$ cat src/rtl/clic_gateway.sv
// Interrupt gateway: per-source synchroniser, polarity fix-up and level/edge
// pending-bit generation feeding the target stage ip input.

module clic_gateway_lane #(
    parameter int unsigned SyncStages = 2
) (
    input  logic clk_i,
    input  logic rst_ni,
    input  logic src_i,
    input  logic le_i,
    input  logic pol_i,
    input  logic claim_i,
    input  logic sw_hit_i,
    input  logic sw_wdata_i,
    output logic ip_o
);
    logic s;
    logic a;
    logic prev_q;
    logic ip_q;
    logic edge_det;

    if (SyncStages == 0) begin : g_nosync
        assign s = src_i;
    end else if (SyncStages == 1) begin : g_sync1
        logic sync_q;
        always_ff @(posedge clk_i or negedge rst_ni) begin
            if (!rst_ni) sync_q <= 1'b0;
            else         sync_q <= src_i;
        end
        assign s = sync_q;
    end else begin : g_syncn
        logic [SyncStages-1:0] sync_q;
        always_ff @(posedge clk_i or negedge rst_ni) begin
            if (!rst_ni) sync_q <= '0;
            else         sync_q <= {sync_q[SyncStages-2:0], src_i};
        end
        assign s = sync_q[SyncStages-1];
    end

    assign a        = s ^ pol_i;
    assign edge_det = a & ~prev_q;

    // Edge set outranks software write, which outranks claim, so an edge
    // coinciding with a claim is never lost.
    always_ff @(posedge clk_i or negedge rst_ni) begin
        if (!rst_ni) begin
            prev_q <= 1'b0;
            ip_q   <= 1'b0;
        end else begin
            prev_q <= a;
            if (!le_i)         ip_q <= a;
            else if (edge_det) ip_q <= 1'b1;
            else if (sw_hit_i) ip_q <= sw_wdata_i;
            else if (claim_i)  ip_q <= 1'b0;
        end
    end

    assign ip_o = ip_q;
endmodule

module clic_gateway #(
    parameter int unsigned N_SOURCE   = 256,
    parameter int unsigned SyncStages = 2
) (
    input  logic                        clk_i,
    input  logic                        rst_ni,
    input  logic [N_SOURCE-1:0]         src_i,
    input  logic [N_SOURCE-1:0]         le_i,
    input  logic [N_SOURCE-1:0]         pol_i,
    input  logic [N_SOURCE-1:0]         claim_i,
    input  logic                        sw_we_i,
    input  logic [$clog2(N_SOURCE)-1:0] sw_idx_i,
    input  logic                        sw_wdata_i,
    output logic [N_SOURCE-1:0]         ip_o
);
    localparam int unsigned IW = $clog2(N_SOURCE);

    logic [N_SOURCE-1:0] sw_hit;

    // Indices at or beyond N_SOURCE match no lane and are dropped.
    for (genvar gi = 0; gi < N_SOURCE; gi++) begin : g_lane
        assign sw_hit[gi] = sw_we_i && (sw_idx_i == IW'(gi));

        clic_gateway_lane #(
            .SyncStages(SyncStages)
        ) u_lane (
            .clk_i     (clk_i),
            .rst_ni    (rst_ni),
            .src_i     (src_i[gi]),
            .le_i      (le_i[gi]),
            .pol_i     (pol_i[gi]),
            .claim_i   (claim_i[gi]),
            .sw_hit_i  (sw_hit[gi]),
            .sw_wdata_i(sw_wdata_i),
            .ip_o      (ip_o[gi])
        );
    end
endmodule
$ cat config.mk
export PLATFORM = sky130hd
export DESIGN_NAME = clic_gateway
export DESIGN_NICKNAME = d
export VERILOG_FILES = /design/src/rtl/clic_gateway.sv
export SDC_FILE = /design/constraint.sdc
export NUM_CORES = 1
export LEC_CHECK = 0
export ABC_AREA = 1
export ABC_CLOCK_PERIOD_IN_PS = 890
export BUFFER_PORTS_ARGS = -buffer_cell sky130_fd_sc_hd__buf_2
export CAP_MARGIN = 20
export CELL_PAD_IN_SITES_DETAIL_PLACEMENT = 1
export CELL_PAD_IN_SITES_GLOBAL_PLACEMENT = 1
export CORE_AREA = 2 2 496 498
export CTS_BUF_LIST = sky130_fd_sc_hd__clkbuf_16
export CTS_CLUSTER_SIZE = 28
export DETAILED_ROUTE_END_ITERATION = 8
export DIE_AREA = 0 0 498 500
export GPL_TIMING_DRIVEN = 0
export PLACE_DENSITY = 0.51
export SYNTH_ARGS = -nofsm -noshare
export SYNTH_HDL_FRONTEND = slang
export SYNTH_SLANG_ARGS = --single-unit
$ cat constraint.sdc
create_clock -name clk_i -period 0.89 [get_ports clk_i]
set_input_delay 0.1335 -clock clk_i [delete_from_list [all_inputs] [get_ports clk_i]]
set_output_delay 0.1335 -clock clk_i [all_outputs]
set_load 0.05 [all_outputs]
# Yosys cells after proc, flatten, opt, wreduce, memory -nomap -nowiden
# Cells that the tools add are included.
[totals]
ff_bits = 1024
[classes]
eq_ne = 511
muxes = 1024
n_reduce_logical = 257
bitwise_logic = 768
[ops]
columns = ["cell", "n"]
rows = [
  ["8-bit equality test, second input constant", 128],
  ["1-bit 2-to-1 mux", 1024],
  ["4-bit by 1-bit != test with 1-bit output, second input constant", 256],
  ["8-bit by 7-bit equality test with 1-bit output, second input constant", 64],
  ["1-bit bitwise AND", 256],
  ["8-bit by 6-bit equality test with 1-bit output, second input constant", 32],
  ["1-bit logical AND", 256],
  ["1-bit inverter", 256],
  ["1-bit bitwise XOR", 256],
  ["8-bit by 5-bit equality test with 1-bit output, second input constant", 16],
  ["8-bit by 4-bit equality test with 1-bit output, second input constant", 8],
  ["8-bit by 3-bit equality test with 1-bit output, second input constant", 4],
  ["8-bit by 2-bit equality test with 1-bit output, second input constant", 2],
  ["8-bit by 1-bit equality test with 1-bit output, second input constant", 1],
  ["8-bit logical NOT", 1],
]

# Depth between registers and ports, before layout
[logic_depth]
ltp_word = 5
depth_mapped = 9

# Hierarchy
# A second synthesis with hierarchy kept.
[unflattened]
cells_unflattened = 5486
hier_area_um2 = 44851.8
[by_module_without_submodules]
columns = ["module", "cells_per_inst", "instances", "area_per_inst_um2", "seq_area_each_um2"]
rows = [
  ["clic_gateway_lane", 20, 256, 168.9, 100.1],
  ["clic_gateway", 366, 1, 1610.3, 0.0],
]

# Least setup slack after synthesis
# Ideal clock, no wire load.
[synth_path]
path_type = "in2reg"
start = "input sw_idx_i[7]"
end = "register g_lane[93].u_lane.ip_q"
stages = 9
slack_ns = -0.342
setup_time_ns = 0.116
arrival_time_ns = 1.116
cell_sequence = "inv_1 nand2_1 nor2_1 clkbuf_1 nand3_1 nand2_1 nand2_1 nand2_1 nand2_1"
[synth_between]
elab_chain_len = 5
word_cells_on_any_way = 6
[synth_rtl]
columns = ["item", "line_no", "text"]
rows = [
  ["start, declared", "73", "input logic [$clog2(N_SOURCE)-1:0] sw_idx_i,"],
  ["8-bit by 7-bit equality test with 1-bit output (*)", "83", "assign sw_hit[gi] = sw_we_i && (sw_idx_i == IW'(gi));"],
  ["1-bit logical AND (*)", "83", ""],
  ["1-bit 2-to-1 mux", "54", "else if (sw_hit_i) ip_q <= sw_wdata_i;"],
  ["1-bit 2-to-1 mux", "53", "else if (edge_det) ip_q <= 1'b1;"],
  ["1-bit 2-to-1 mux", "52", "if (!le_i) ip_q <= a;"],
  ["end signal, assigned", "54", ""],
  ["end, declared", "20", "logic ip_q;"],
]
# Mark *: on every way between the ends. The rest lies on a longest branch, timed or not.
# A chain may end at the register's enable or synchronous reset.

# Worst setup path after layout
[layout_path]
start = "register g_lane[122].u_lane.ip_q"
end = "output ip_o[122]"
[layout_lines]
columns = ["item", "line_no", "text"]
rows = [
  ["start, declared", "20", ""],
  ["start signal, assigned", "54", ""],
  ["end, declared", "75", "output logic [N_SOURCE-1:0] ip_o"],
]
# No word-level cell between the ends.

==> results_dict.tcl <==
set metrics [dict create \
    synthFlopType "dfrtp_1" \
    ys_seq_area_share_pct 63.6 \
    arrival_ps 1520 \
    gp_congestion 0.852 \
    die-area_mm2 0.249 \
    syn2layout_area_growth_pct 90.8 \
    synth_fa_ha_area_share_pct 0 \
    rsz0062_at_grt "true" \
    firstDrtPassIters 5 \
    core.rowCount 182 \
    htree_levels 4 \
    synth-simple-area-share_pct 20.8 \
    drt_iter0_drc 1893 \
    io_buffers 1291 \
    power.leakage_nw 36.5 \
    setup_slack_ps -762 \
    via_per_inst 3.90 \
    synth_edf_count 0 \
    synth-compound-area-share_pct 1.69 \
    cp-end-kind "output port" \
    antenna_found_initial 113 \
    num_vias 40300 \
    antenna_left 0 \
    synth_xor_area_share_pct 5.56 \
    totalWireLength_um 262000 \
    syn_area_per_cell_um2 9.69 \
    fin_crit_sh_pct 186 \
    cts.clk_slew.worst_paths_ps 70 \
    async_reset_ff_share_pct 100 \
    synth.cell_area_mm2 0.0403 \
    ys_warn_count 0 \
    multi_input_area_mm2 0.0136 \
    irDropWorstVdd_mv 2.08 \
    wl_per_cell_um 25.4 \
    critPathRequiredTime_ps 760 \
    synth_mux_area_share_pct 0 \
    regArea_mm2 0.0257 \
    dp.cells 8681 \
    path_max_fanout 2 \
    synth_seq_cells 1024 \
    fmax_ghz 0.605 \
    grt_pass1_vias 45500 \
    worst_slew_pin_slew_ps 903 \
    power_mw 143 \
    fill_cells 27500 \
    slew_headroom_pct 39.8 \
    cts_tree "yes" \
    cp_cell_sequence "buf_6, buf_8" \
    hold_buffers 1278 \
    clock_sinks 1024 \
    grt.total_usage_pct 20.4 \
    numCtsBuffers 131 \
    final_max_slew_viol_count 0 \
    worst_clock_skew_ps 30.2 \
    critPathMaxStageDelay_ps 460 \
    stdcell_area_mm2 0.0769 \
    post-route-min-period_ps 1650 \
    fp.dieH_um 500 \
    syn_nets 5195 \
    ys_types 18 \
    hold_class "primary input to asynchronous set/reset pin" \
    dp_slack_ps -1750 \
    syn-instance-count 4159 \
    clk_latency_ps 780 \
    hold_slack_ps -753 \
    status "finished with violations" \
    grt_pass1_wl_um 356000 \
    ios 1292 \
    cp-start-kind "flip-flop" \
    start_util_pct 16.5 \
    die_w_um 498 \
    p_per_area_mw_per_mm2 1860 \
    drc 0 \
    grt_overflow_total 0 \
    fin_util_pct 31.5 \
    nets 7989 \
    core_mm2 0.244 \
    cts_max_path_buffers 3 \
    cpMaxStageDelayCell "dfrtp_2" \
    dp_hpwl_um 190000 \
    placed_cell_area_mm2 0.0523 \
    finalHoldViolCount 387 \
    drive_gt1_share_pct 35.1 \
    drv_cap 0 \
    crit_type "flip-flop to output port" \
    finalSetupTns_ps -174510 \
    violations "negative hold slack, negative setup slack" \
    grt_max_degree 154 \
    fin_cells 10300 \
    setup_viol 408 \
    cts.root.buffer_cell "clkbuf_16" \
    synth_top_family_by_area "simple AND/OR/NAND/NOR gates" \
]
flip-flops by register name, indices dropped and copies added, names as in the netlist:
signal	flops
g_lane.u_lane.ip_o	256
g_lane.u_lane.g_syncn.sync_q	512
g_lane.u_lane.prev_q	256
report_power, final:
part	switching [mW]	internal (mW)
Sequential	2.89	50.6
Combinational	18.2	16.3
Clock	23.5	31.9
Total	44.5	98.8
critical path: cells and delay by family, from the launching register on:
family	cells	cell delay (ps)
buf+inv	2	280
flops	1	460
layer usage:
layer  routed length, um  vias to the layer above  part of all wire, %  global-route usage, %
met5                 168                        -                0.064                      0
met4               12200                       26                  4.7                   8.18
met3               15400                      535                  5.9                   4.70
met2              132000                     1592                   50                   36.6
met1              102000                    20000                   39                   23.4
li1                    -                    18100                    -                      -
synthesized netlist by cell type, types with 2 or more instances:
library cell,instances,share of area (%)
nand3_1,276,3.4
inv_1,271,2.5
inv_2,5,0.047
xor2_1,256,5.6
o22ai_1,8,0.12
nor2_1,273,2.5
buf_2,39,0.48
nand4_1,5,0.078
o21ai_1,13,0.16
dfrtp_1,1024,64
clkbuf_1,45,0.42
buf_4,262,4.9
o21ai_0,113,1.4
buf_1,3,0.028
nand2_2,2,0.031
nand2_1,1544,14
nor2_2,19,0.29
final cells by class:
| class | count | share of cell area, % |
|---|---|---|
| Sequential cell | 1024 | 33.4 |
| Timing Repair Buffer | 2794 | 33.0 |
| Multi-Input combinational cell | 2510 | 17.7 |
| Tap cell | 3220 | 5.24 |
| Clock buffer | 134 | 4.36 |
| Buffer | 216 | 3.27 |
| Inverter | 276 | 1.51 |
| Clock inverter | 100 | 1.31 |
| Antenna cell | 57 | 0.185 |
logic make-up (layout without fill, tap and decap cells):
family | Yosys count | count (layout)
flip-flops | 1024 | 1024
AO/OA/AOI/OAI | 134 | 134
buffers and inverters | 625 | 3520
AND/OR/NAND/NOR | 2120 | 2120
XOR/XNOR | 256 | 256
other | 0 | 57
layout by cell type, fill, tap and decap left out, types with 15 or more instances in the layout:
cell,netlist,routed
dfrtp_1,1024,990
diode_2,0,57
buf_4,262,83
inv_4,0,27
inv_2,5,75
buf_6,0,254
clkbuf_8,0,25
buf_2,39,1027
bufinv_16,0,15
xor2_2,0,58
clkinv_1,0,27
xor2_4,0,17
nor2_2,19,74
buf_12,0,145
dfrtp_2,0,34
nor2_4,0,75
o21ai_1,13,110
nor2_1,273,143
nand2_2,2,89
dlygate4sd3_1,0,1264
xor2_1,256,181
nand3_1,276,227
nand2_1,1544,1431
inv_1,271,181
nand3_2,1,42
buf_8,0,167
clkbuf_16,0,140
clkinv_2,0,24
worst paths after layout:
kind                                                      startpoint                                    to  slack [ps]  depth (start not counted)
worst min-delay path                                          rst_ni             g_lane[237].u_lane.prev_q        -750                          1
worst max register to register               g_lane[153].u_lane.ip_o               g_lane[153].u_lane.ip_o        -730                         13
worst max-delay path                         g_lane[122].u_lane.ip_o                             ip_o[122]        -760                          2
min in group clk_i                                       sw_idx_i[2]               g_lane[250].u_lane.ip_o        -120                          7
worst min register to register  g_lane[216].u_lane.g_syncn.sync_q[0]  g_lane[216].u_lane.g_syncn.sync_q[1]         320                          0
max in group asynchronous                                     rst_ni                 g_lane[3].u_lane.ip_o         110                          3
timing repair:
item,in CTS,in global routing
pin swaps,155,330
buffers inserted,146,88
endpoints found under the hold margin,1096,339
setup endpoints to repair,1188,781
cloned,10,4
resized for setup,1330,436
Power figures use the tool's default switching activity.
